## src/rtl/rank_pipe_pkg.sv

```systemverilog
// Shared definitions for the rank pipeline stages.
// Holds the default payload widths and the serial-number rank compare
// used both here and by the downstream PIFO.
package rank_pipe_pkg;

  localparam int unsigned FLOW_ID_WIDTH = 16;
  localparam int unsigned RANK_WIDTH    = 16;
  localparam int unsigned META_WIDTH    = 16;

  // a precedes b when the modular difference a-b is negative
  function automatic logic rank_lt(input logic [RANK_WIDTH-1:0] a,
                                   input logic [RANK_WIDTH-1:0] b);
    logic [RANK_WIDTH-1:0] diff;
    diff = a - b;
    return diff[RANK_WIDTH-1];
  endfunction

endpackage

```

## src/rtl/fallthrough_small_fifo.sv

```systemverilog
// Small fall-through FIFO: the head entry is presented on dout the cycle
// after it is written, with no read request needed.
// Ports: clk, rst_n (async, active-low), wr_en/din (write is dropped when
// full, even if a read happens in the same cycle), rd_en (ignored when
// empty), dout (zero while empty), full, empty.
module fallthrough_small_fifo #(
  parameter int unsigned WIDTH          = 48,
  parameter int unsigned MAX_DEPTH_BITS = 4
) (
  input  logic             clk,
  input  logic             rst_n,
  input  logic             wr_en,
  input  logic [WIDTH-1:0] din,
  input  logic             rd_en,
  output logic [WIDTH-1:0] dout,
  output logic             full,
  output logic             empty
);

  localparam int unsigned DEPTH = 1 << MAX_DEPTH_BITS;
  localparam int unsigned CNT_W = MAX_DEPTH_BITS + 1;

  logic [WIDTH-1:0]          mem [DEPTH];
  logic [MAX_DEPTH_BITS-1:0] wr_ptr;
  logic [MAX_DEPTH_BITS-1:0] rd_ptr;
  logic [CNT_W-1:0]          count;
  logic                      do_wr_c;
  logic                      do_rd_c;

  assign full    = (count == CNT_W'(DEPTH));
  assign empty   = (count == '0);
  assign do_wr_c = wr_en & ~full;
  assign do_rd_c = rd_en & ~empty;
  assign dout    = empty ? '0 : mem[rd_ptr];

  // storage array, no reset needed: entries are only visible via count
  always_ff @(posedge clk) begin
    if (do_wr_c) mem[wr_ptr] <= din;
  end

  // pointers and occupancy
  always_ff @(posedge clk or negedge rst_n) begin
    if (!rst_n) begin
      wr_ptr <= '0;
      rd_ptr <= '0;
      count  <= '0;
    end else begin
      if (do_wr_c) wr_ptr <= wr_ptr + MAX_DEPTH_BITS'(1);
      if (do_rd_c) rd_ptr <= rd_ptr + MAX_DEPTH_BITS'(1);
      case ({do_wr_c, do_rd_c})
        2'b10:   count <= count + CNT_W'(1);
        2'b01:   count <= count - CNT_W'(1);
        default: count <= count;
      endcase
    end
  end

endmodule

```

## src/rtl/wrr_flow_table.sv

```systemverilog
// Per-flow scheduling state: last assigned rank, buffered packet count and
// stride for every flow, plus the registered count of active flows.
// Ports: clk, rst_n; vt (current virtual time); insert port ins_en/ins_flow
// with the combinational rank ins_rank_c; remove port rem_en/rem_flow;
// stride-write port wr_en/wr_flow/wr_data; num_active_flows.
module wrr_flow_table #(
  parameter int unsigned NUM_FLOWS = 4,
  parameter int unsigned IDX_W     = 2,
  parameter int unsigned RANK_W    = 16,
  parameter int unsigned CNT_W     = 5,
  parameter int unsigned STRIDE_W  = 8
) (
  input  logic                clk,
  input  logic                rst_n,
  input  logic [RANK_W-1:0]   vt,
  input  logic                ins_en,
  input  logic [IDX_W-1:0]    ins_flow,
  output logic [RANK_W-1:0]   ins_rank_c,
  input  logic                rem_en,
  input  logic [IDX_W-1:0]    rem_flow,
  input  logic                wr_en,
  input  logic [IDX_W-1:0]    wr_flow,
  input  logic [STRIDE_W-1:0] wr_data,
  output logic [CNT_W-1:0]    num_active_flows
);

  logic [RANK_W-1:0]   last_rank  [NUM_FLOWS];
  logic [CNT_W-1:0]    pkt_count  [NUM_FLOWS];
  logic [STRIDE_W-1:0] stride     [NUM_FLOWS];
  logic [RANK_W-1:0]   last_nxt   [NUM_FLOWS];
  logic [CNT_W-1:0]    cnt_nxt    [NUM_FLOWS];
  logic [STRIDE_W-1:0] stride_nxt [NUM_FLOWS];
  logic [CNT_W-1:0]    active_nxt;

  // an idle flow rejoins at virtual time, a busy one continues its own chain;
  // activity is judged on the registered count so a same-cycle pop is unseen
  assign ins_rank_c = ((pkt_count[ins_flow] == '0) ? vt : last_rank[ins_flow])
                      + RANK_W'(stride[ins_flow]);

  // next-state for the table; a zero stride is never stored
  always_comb begin
    last_nxt   = last_rank;
    cnt_nxt    = pkt_count;
    stride_nxt = stride;
    active_nxt = '0;
    if (ins_en) begin
      last_nxt[ins_flow] = ins_rank_c;
      cnt_nxt[ins_flow]  = cnt_nxt[ins_flow] + CNT_W'(1);
    end
    if (rem_en) cnt_nxt[rem_flow] = cnt_nxt[rem_flow] - CNT_W'(1);
    if (wr_en && (wr_data != '0)) stride_nxt[wr_flow] = wr_data;
    for (int f = 0; f < int'(NUM_FLOWS); f++) begin
      if (cnt_nxt[f] != '0) active_nxt = active_nxt + CNT_W'(1);
    end
  end

  // table registers
  always_ff @(posedge clk or negedge rst_n) begin
    if (!rst_n) begin
      for (int f = 0; f < int'(NUM_FLOWS); f++) begin
        last_rank[f] <= '0;
        pkt_count[f] <= '0;
        stride[f]    <= STRIDE_W'(1);
      end
      num_active_flows <= '0;
    end else begin
      last_rank        <= last_nxt;
      pkt_count        <= cnt_nxt;
      stride           <= stride_nxt;
      num_active_flows <= active_nxt;
    end
  end

endmodule

```

## src/rtl/wrr_rank.sv

```systemverilog
// Weighted round-robin rank computer: tags each arriving packet with a
// start-time fair-queueing rank and buffers {rank, flow, meta} for the PIFO.
// Ports: clk, rst (async, active-low); insert/flowID_in/meta_in with
// ins_ready and the one-cycle drop_out pulse; remove with head outputs
// valid_out/rank_out/flowID_out/meta_out; stride_wr_en/stride_wr_flow/
// stride_wr_data; num_active_flows.
module wrr_rank #(
  parameter int unsigned FLOW_ID_WIDTH = rank_pipe_pkg::FLOW_ID_WIDTH,
  parameter int unsigned MAX_NUM_FLOWS = 4,
  parameter int unsigned RANK_WIDTH    = rank_pipe_pkg::RANK_WIDTH,
  parameter int unsigned META_WIDTH    = rank_pipe_pkg::META_WIDTH,
  parameter int unsigned L2_MAX_DEPTH  = 4,
  parameter int unsigned STRIDE_WIDTH  = 8
) (
  input  logic                     clk,
  input  logic                     rst,
  input  logic                     insert,
  input  logic [FLOW_ID_WIDTH-1:0] flowID_in,
  input  logic [META_WIDTH-1:0]    meta_in,
  output logic                     ins_ready,
  output logic                     drop_out,
  input  logic                     remove,
  output logic                     valid_out,
  output logic [RANK_WIDTH-1:0]    rank_out,
  output logic [FLOW_ID_WIDTH-1:0] flowID_out,
  output logic [META_WIDTH-1:0]    meta_out,
  input  logic                     stride_wr_en,
  input  logic [FLOW_ID_WIDTH-1:0] stride_wr_flow,
  input  logic [STRIDE_WIDTH-1:0]  stride_wr_data,
  output logic [L2_MAX_DEPTH:0]    num_active_flows
);

  localparam int unsigned FLOW_IDX_W = (MAX_NUM_FLOWS > 1) ? $clog2(MAX_NUM_FLOWS) : 1;
  localparam int unsigned ENTRY_W    = RANK_WIDTH + FLOW_ID_WIDTH + META_WIDTH;

  logic [RANK_WIDTH-1:0] vt_r;
  logic [RANK_WIDTH-1:0] ins_rank_c;
  logic [ENTRY_W-1:0]    fifo_din;
  logic [ENTRY_W-1:0]    fifo_dout;
  logic                  fifo_full;
  logic                  fifo_empty;
  logic                  ins_acc_c;
  logic                  rem_acc_c;
  logic                  wr_acc_c;

  assign ins_ready = ~fifo_full;
  assign valid_out = ~fifo_empty;
  // full is judged on the registered occupancy, so a same-cycle pop never frees a slot
  assign ins_acc_c = insert & (flowID_in < FLOW_ID_WIDTH'(MAX_NUM_FLOWS)) & ~fifo_full;
  assign rem_acc_c = remove & ~fifo_empty;
  assign wr_acc_c  = stride_wr_en & (stride_wr_flow < FLOW_ID_WIDTH'(MAX_NUM_FLOWS));
  assign fifo_din  = {ins_rank_c, flowID_in, meta_in};
  assign {rank_out, flowID_out, meta_out} = fifo_dout;

  // virtual time follows the last dequeued rank; drop pulse for rejected inserts
  always_ff @(posedge clk or negedge rst) begin
    if (!rst) begin
      vt_r     <= '0;
      drop_out <= 1'b0;
    end else begin
      drop_out <= insert & ~ins_acc_c;
      if (rem_acc_c) vt_r <= rank_out;
    end
  end

  wrr_flow_table #(
    .NUM_FLOWS (MAX_NUM_FLOWS),
    .IDX_W     (FLOW_IDX_W),
    .RANK_W    (RANK_WIDTH),
    .CNT_W     (L2_MAX_DEPTH + 1),
    .STRIDE_W  (STRIDE_WIDTH)
  ) u_flow_table (
    .clk              (clk),
    .rst_n            (rst),
    .vt               (vt_r),
    .ins_en           (ins_acc_c),
    .ins_flow         (flowID_in[FLOW_IDX_W-1:0]),
    .ins_rank_c       (ins_rank_c),
    .rem_en           (rem_acc_c),
    .rem_flow         (flowID_out[FLOW_IDX_W-1:0]),
    .wr_en            (wr_acc_c),
    .wr_flow          (stride_wr_flow[FLOW_IDX_W-1:0]),
    .wr_data          (stride_wr_data),
    .num_active_flows (num_active_flows)
  );

  fallthrough_small_fifo #(
    .WIDTH          (ENTRY_W),
    .MAX_DEPTH_BITS (L2_MAX_DEPTH)
  ) u_fifo (
    .clk   (clk),
    .rst_n (rst),
    .wr_en (ins_acc_c),
    .din   (fifo_din),
    .rd_en (rem_acc_c),
    .dout  (fifo_dout),
    .full  (fifo_full),
    .empty (fifo_empty)
  );

endmodule

```

## config.mk

```make
export PLATFORM = sky130hd
export DESIGN_NAME = wrr_rank
export DESIGN_NICKNAME = d
export VERILOG_FILES = /design/src/rtl/rank_pipe_pkg.sv /design/src/rtl/fallthrough_small_fifo.sv /design/src/rtl/wrr_flow_table.sv /design/src/rtl/wrr_rank.sv
export SDC_FILE = /design/constraint.sdc
export NUM_CORES = 1
export LEC_CHECK = 0
export ABC_AREA = 1
export CORE_AREA = 2 2 262 264
export CTS_CLUSTER_SIZE = 40
export DETAILED_ROUTE_END_ITERATION = 12
export DIE_AREA = 0 0 264 266
export GPL_ROUTABILITY_DRIVEN = 0
export PLACE_DENSITY = 0.74
export SLEW_MARGIN = 20
export SYNTH_ARGS = -nofsm -noshare
export SYNTH_HDL_FRONTEND = slang
export SYNTH_SLANG_ARGS = --single-unit
```

## constraint.sdc

```tcl
create_clock -name clk -period 5.7 [get_ports clk]
set_input_delay 0.855 -clock clk [delete_from_list [all_inputs] [get_ports clk]]
set_output_delay 0.855 -clock clk [all_outputs]
set_load 0.03 [all_outputs]
```

==> metrics.txt, run 1 <==
top cell type's share of synthesized area=60.7%; Max Clock Skew=about 0.042 ns; Tcrit/Tclk final=91.9%; HP Class=primary input to asynchronous set/reset pin; # Max-Cap Violations=0; leak pwr=around 15 nW; Clock Tree Buf Depth=3; CTS HTree Levels=3; Die X=264 µm; total gr overflow=0; CTS Buf Count=91; nets@finish=roughly 3,400; R2R depth=31; status=finished clean; Clock Sink Count=just over 900; commonest non-fill, non-tap cells in the layout=edfxtp_1, o21ai_0, nor2_1, nand2_1, o221ai_1; DR vias=approximately 27,000; flop2flop setup slack=1.02 ns; Final setup viols=0; CP arrival=between 4 and 5 ns; clock slew at reported path FFs=roughly 0.06 ns; average wire per standard cell=23.7 µm; worst reg2reg path startpoint=u_fifo.rd_ptr[0]; most common cell after layout, fill and taps aside=edfxtp_1; DRC errors left=0; I/O pin count=117; fillers=just under 5,000; CTS tree=built; Final TNS setup=0 ns; WP data required=around 4.9 ns; Util after Layout=between 60% and 70%; Vias/cell=6.25; die area=roughly 70,000 µm²; Synth-to-Final Area Change=14.3%; top cells by area, synth=edfxtp_1, dfrtp_1, o21ai_0; P per Cell Area=a little over 500 nW/µm²; Total GRT Usage=28.6%; critical path class=register to output pin; Iter 0 DRT Violations=3,240; root buf cell=clkbuf_16; Initial Utilization=56.1%; wirelength, routed=101,000 µm; Fin. Hold Viols=0; post-synthesis cell type count=52; Hold Buf Count CTS=0; global-route wire length before repair=153,000 µm; area leader, netlist=edfxtp_1; RR Endpoint=u_flow_table.num_active_flows[2]; Worst Path Max Fanout=106; Die Height=266 µm; sequential area share after synthesis=70.5%; Max Fclk=191 MHz; layout cell share with drive strength beyond 1=9.09%; drt pass-1 iters=6; Core Region=between 60,000 and 70,000 µm²; initial antenna violation count=1; number of max-slew violations in the final report=0; # resized after CTS=0; Detailed Place HPWL=around 54,000 µm; crit path time final=5.24 ns; Syn Area/Cell=~12 µm²; post-layout total power=0.0223 W; FF+latch count, synth=918; synthesized cell area=roughly 38,000 µm²; Setup Fix Bufs, Post-CTS=0; Crit. End Element=output pin; row count=96; number of global-route vias before repair=about 26,000; Worst IR Drop VDD=0.397 mV; Mapped Cells=approximately 3,200; PortBufs=115; Post-DRT Antenna Nets=0; startpoint types=register; Worst-Skew Late Latency=0.66 ns; largest net degree at the start of global routing=169; Ys Warns=0; Worst slew margin=33.4%; worst hold slack=0.143 ns; Worst-Margin Slew=around 1.0 ns; RSZ-0062 raised after global routing=false
## state kept, by name (all words and copies together) (netlist names)
signal,count
u_flow_table.pkt_count,20
vt_r,16
u_flow_table.num_active_flows,4
drop_out,1
u_flow_table.stride,32
u_fifo.count,5
u_fifo.mem,768
u_fifo.rd_ptr,4
u_fifo.wr_ptr,4
u_flow_table.last_rank,64
## cells in the mapped netlist (all sizes together)
cell type,number
edfxtp,768
o21ai,526
nor2,471
nand2,418
clkbuf,155
o221ai,153
dfrtp,146
inv,143
nand3,143
o22ai,56
a21oi,49
buf,41
ha,23
xor2,17
a22oi,15
nand4,15
o21a,9
o211ai,8
nor4,5
a31oi,4
and2,4
dfstp,4
nor3,3
xnor2,3
clkinv,2
fa,2
o21bai,2
a211oi,1
a21boi,1
a21o,1
a221oi,1
conb,1
nor3b,1
or2,1
## cell families after synthesis
kind of cell               share of synthesized area, %
AOI/OAI and AO/OA                                  13.0
xor gates and xnor gates                          0.480
adders and majority gates                         0.862
buffers and inverters                              3.56
DFF                                                70.5
other                                           0.00986
and+or+nand+nor                                    11.6
## where the power goes
part / total, W / switching (W) / internal, W
Combinational: 0.00842 / 0.00583 / 0.00259
Clock: 0.00587 / 0.00252 / 0.00335
Sequential: 0.00796 / 0.000303 / 0.00766
Total: 0.0223 / 0.00865 / 0.0136
## stage by stage
step                std cells  worst slack [ns]  area, µm²
global placement         4081             0.346      40500
floorplan                3193              1.25      38000
global route             4250             0.142      43500
finish                   4250             0.463      43500
detailed placement       4081            0.0840      40500
CTS                      4248             0.469      43400
## final cells by class
| type | count | area [µm²] | area share (%) |
|---|---|---|---|
| inverters | 145 | 558 | 1.28 |
| flip-flops and latches | 918 | 26800 | 61.8 |
| diodes | 1 | 2.50 | 0.00576 |
| clock buffers | 108 | 2370 | 5.46 |
| clock inverters | 59 | 579 | 1.33 |
| well taps | 882 | 1100 | 2.54 |
| multi-input cells | 1934 | 9980 | 23.0 |
| repair buffers | 203 | 2020 | 4.65 |
## metal layers
layer  track usage, %  wire (µm)  up-vias
li1                 -          -    11763
met1             38.1      38800    13067
met2             47.5      49100     1460
met3             3.90       8890      255
met4             12.4       3740        0
met5                0          0        -
## worst max-delay path by stage
stage,from,to,slack (ns),depth (start not counted)
after floorplan,flowID_in[0],u_flow_table.last_rank[10],1.25,24
after global placement,flowID_in[0],u_fifo.mem[10][46],0.35,26
after detailed placement,flowID_in[1],u_fifo.mem[8][46],0.08,25
after CTS,u_fifo.rd_ptr[0],rank_out[6],0.47,9
after global routing,flowID_in[1],u_fifo.mem[5][46],0.14,25
final,u_fifo.rd_ptr[0],rank_out[6],0.46,9
## critical path, cell delays in order (launching register included)
cell and delay [ns]:
dfrtp_4 0.76, buf_12 0.45, buf_4 0.58, o21ai_0 0.22
o221ai_1 0.26, nand3_1 0.14, nand2_1 0.20, inv_1 0.11
nor2_1 0.22, clkdlybuf4s50_1 0.73
(Power assumes the default switching activity.)
==> run 2: changes to the inputs <==
--- a/config.mk
+++ b/config.mk
@@ -11,6 +11,7 @@
 export DETAILED_ROUTE_END_ITERATION = 12
 export DIE_AREA = 0 0 264 266
 export GPL_ROUTABILITY_DRIVEN = 0
+export HOLD_SLACK_MARGIN = 0.02
 export PLACE_DENSITY = 0.74
 export SLEW_MARGIN = 20
 export SYNTH_ARGS = -nofsm -noshare
==> results of run 2 <==
No change in the layout: final DEF, timing and power equal those of run 1.
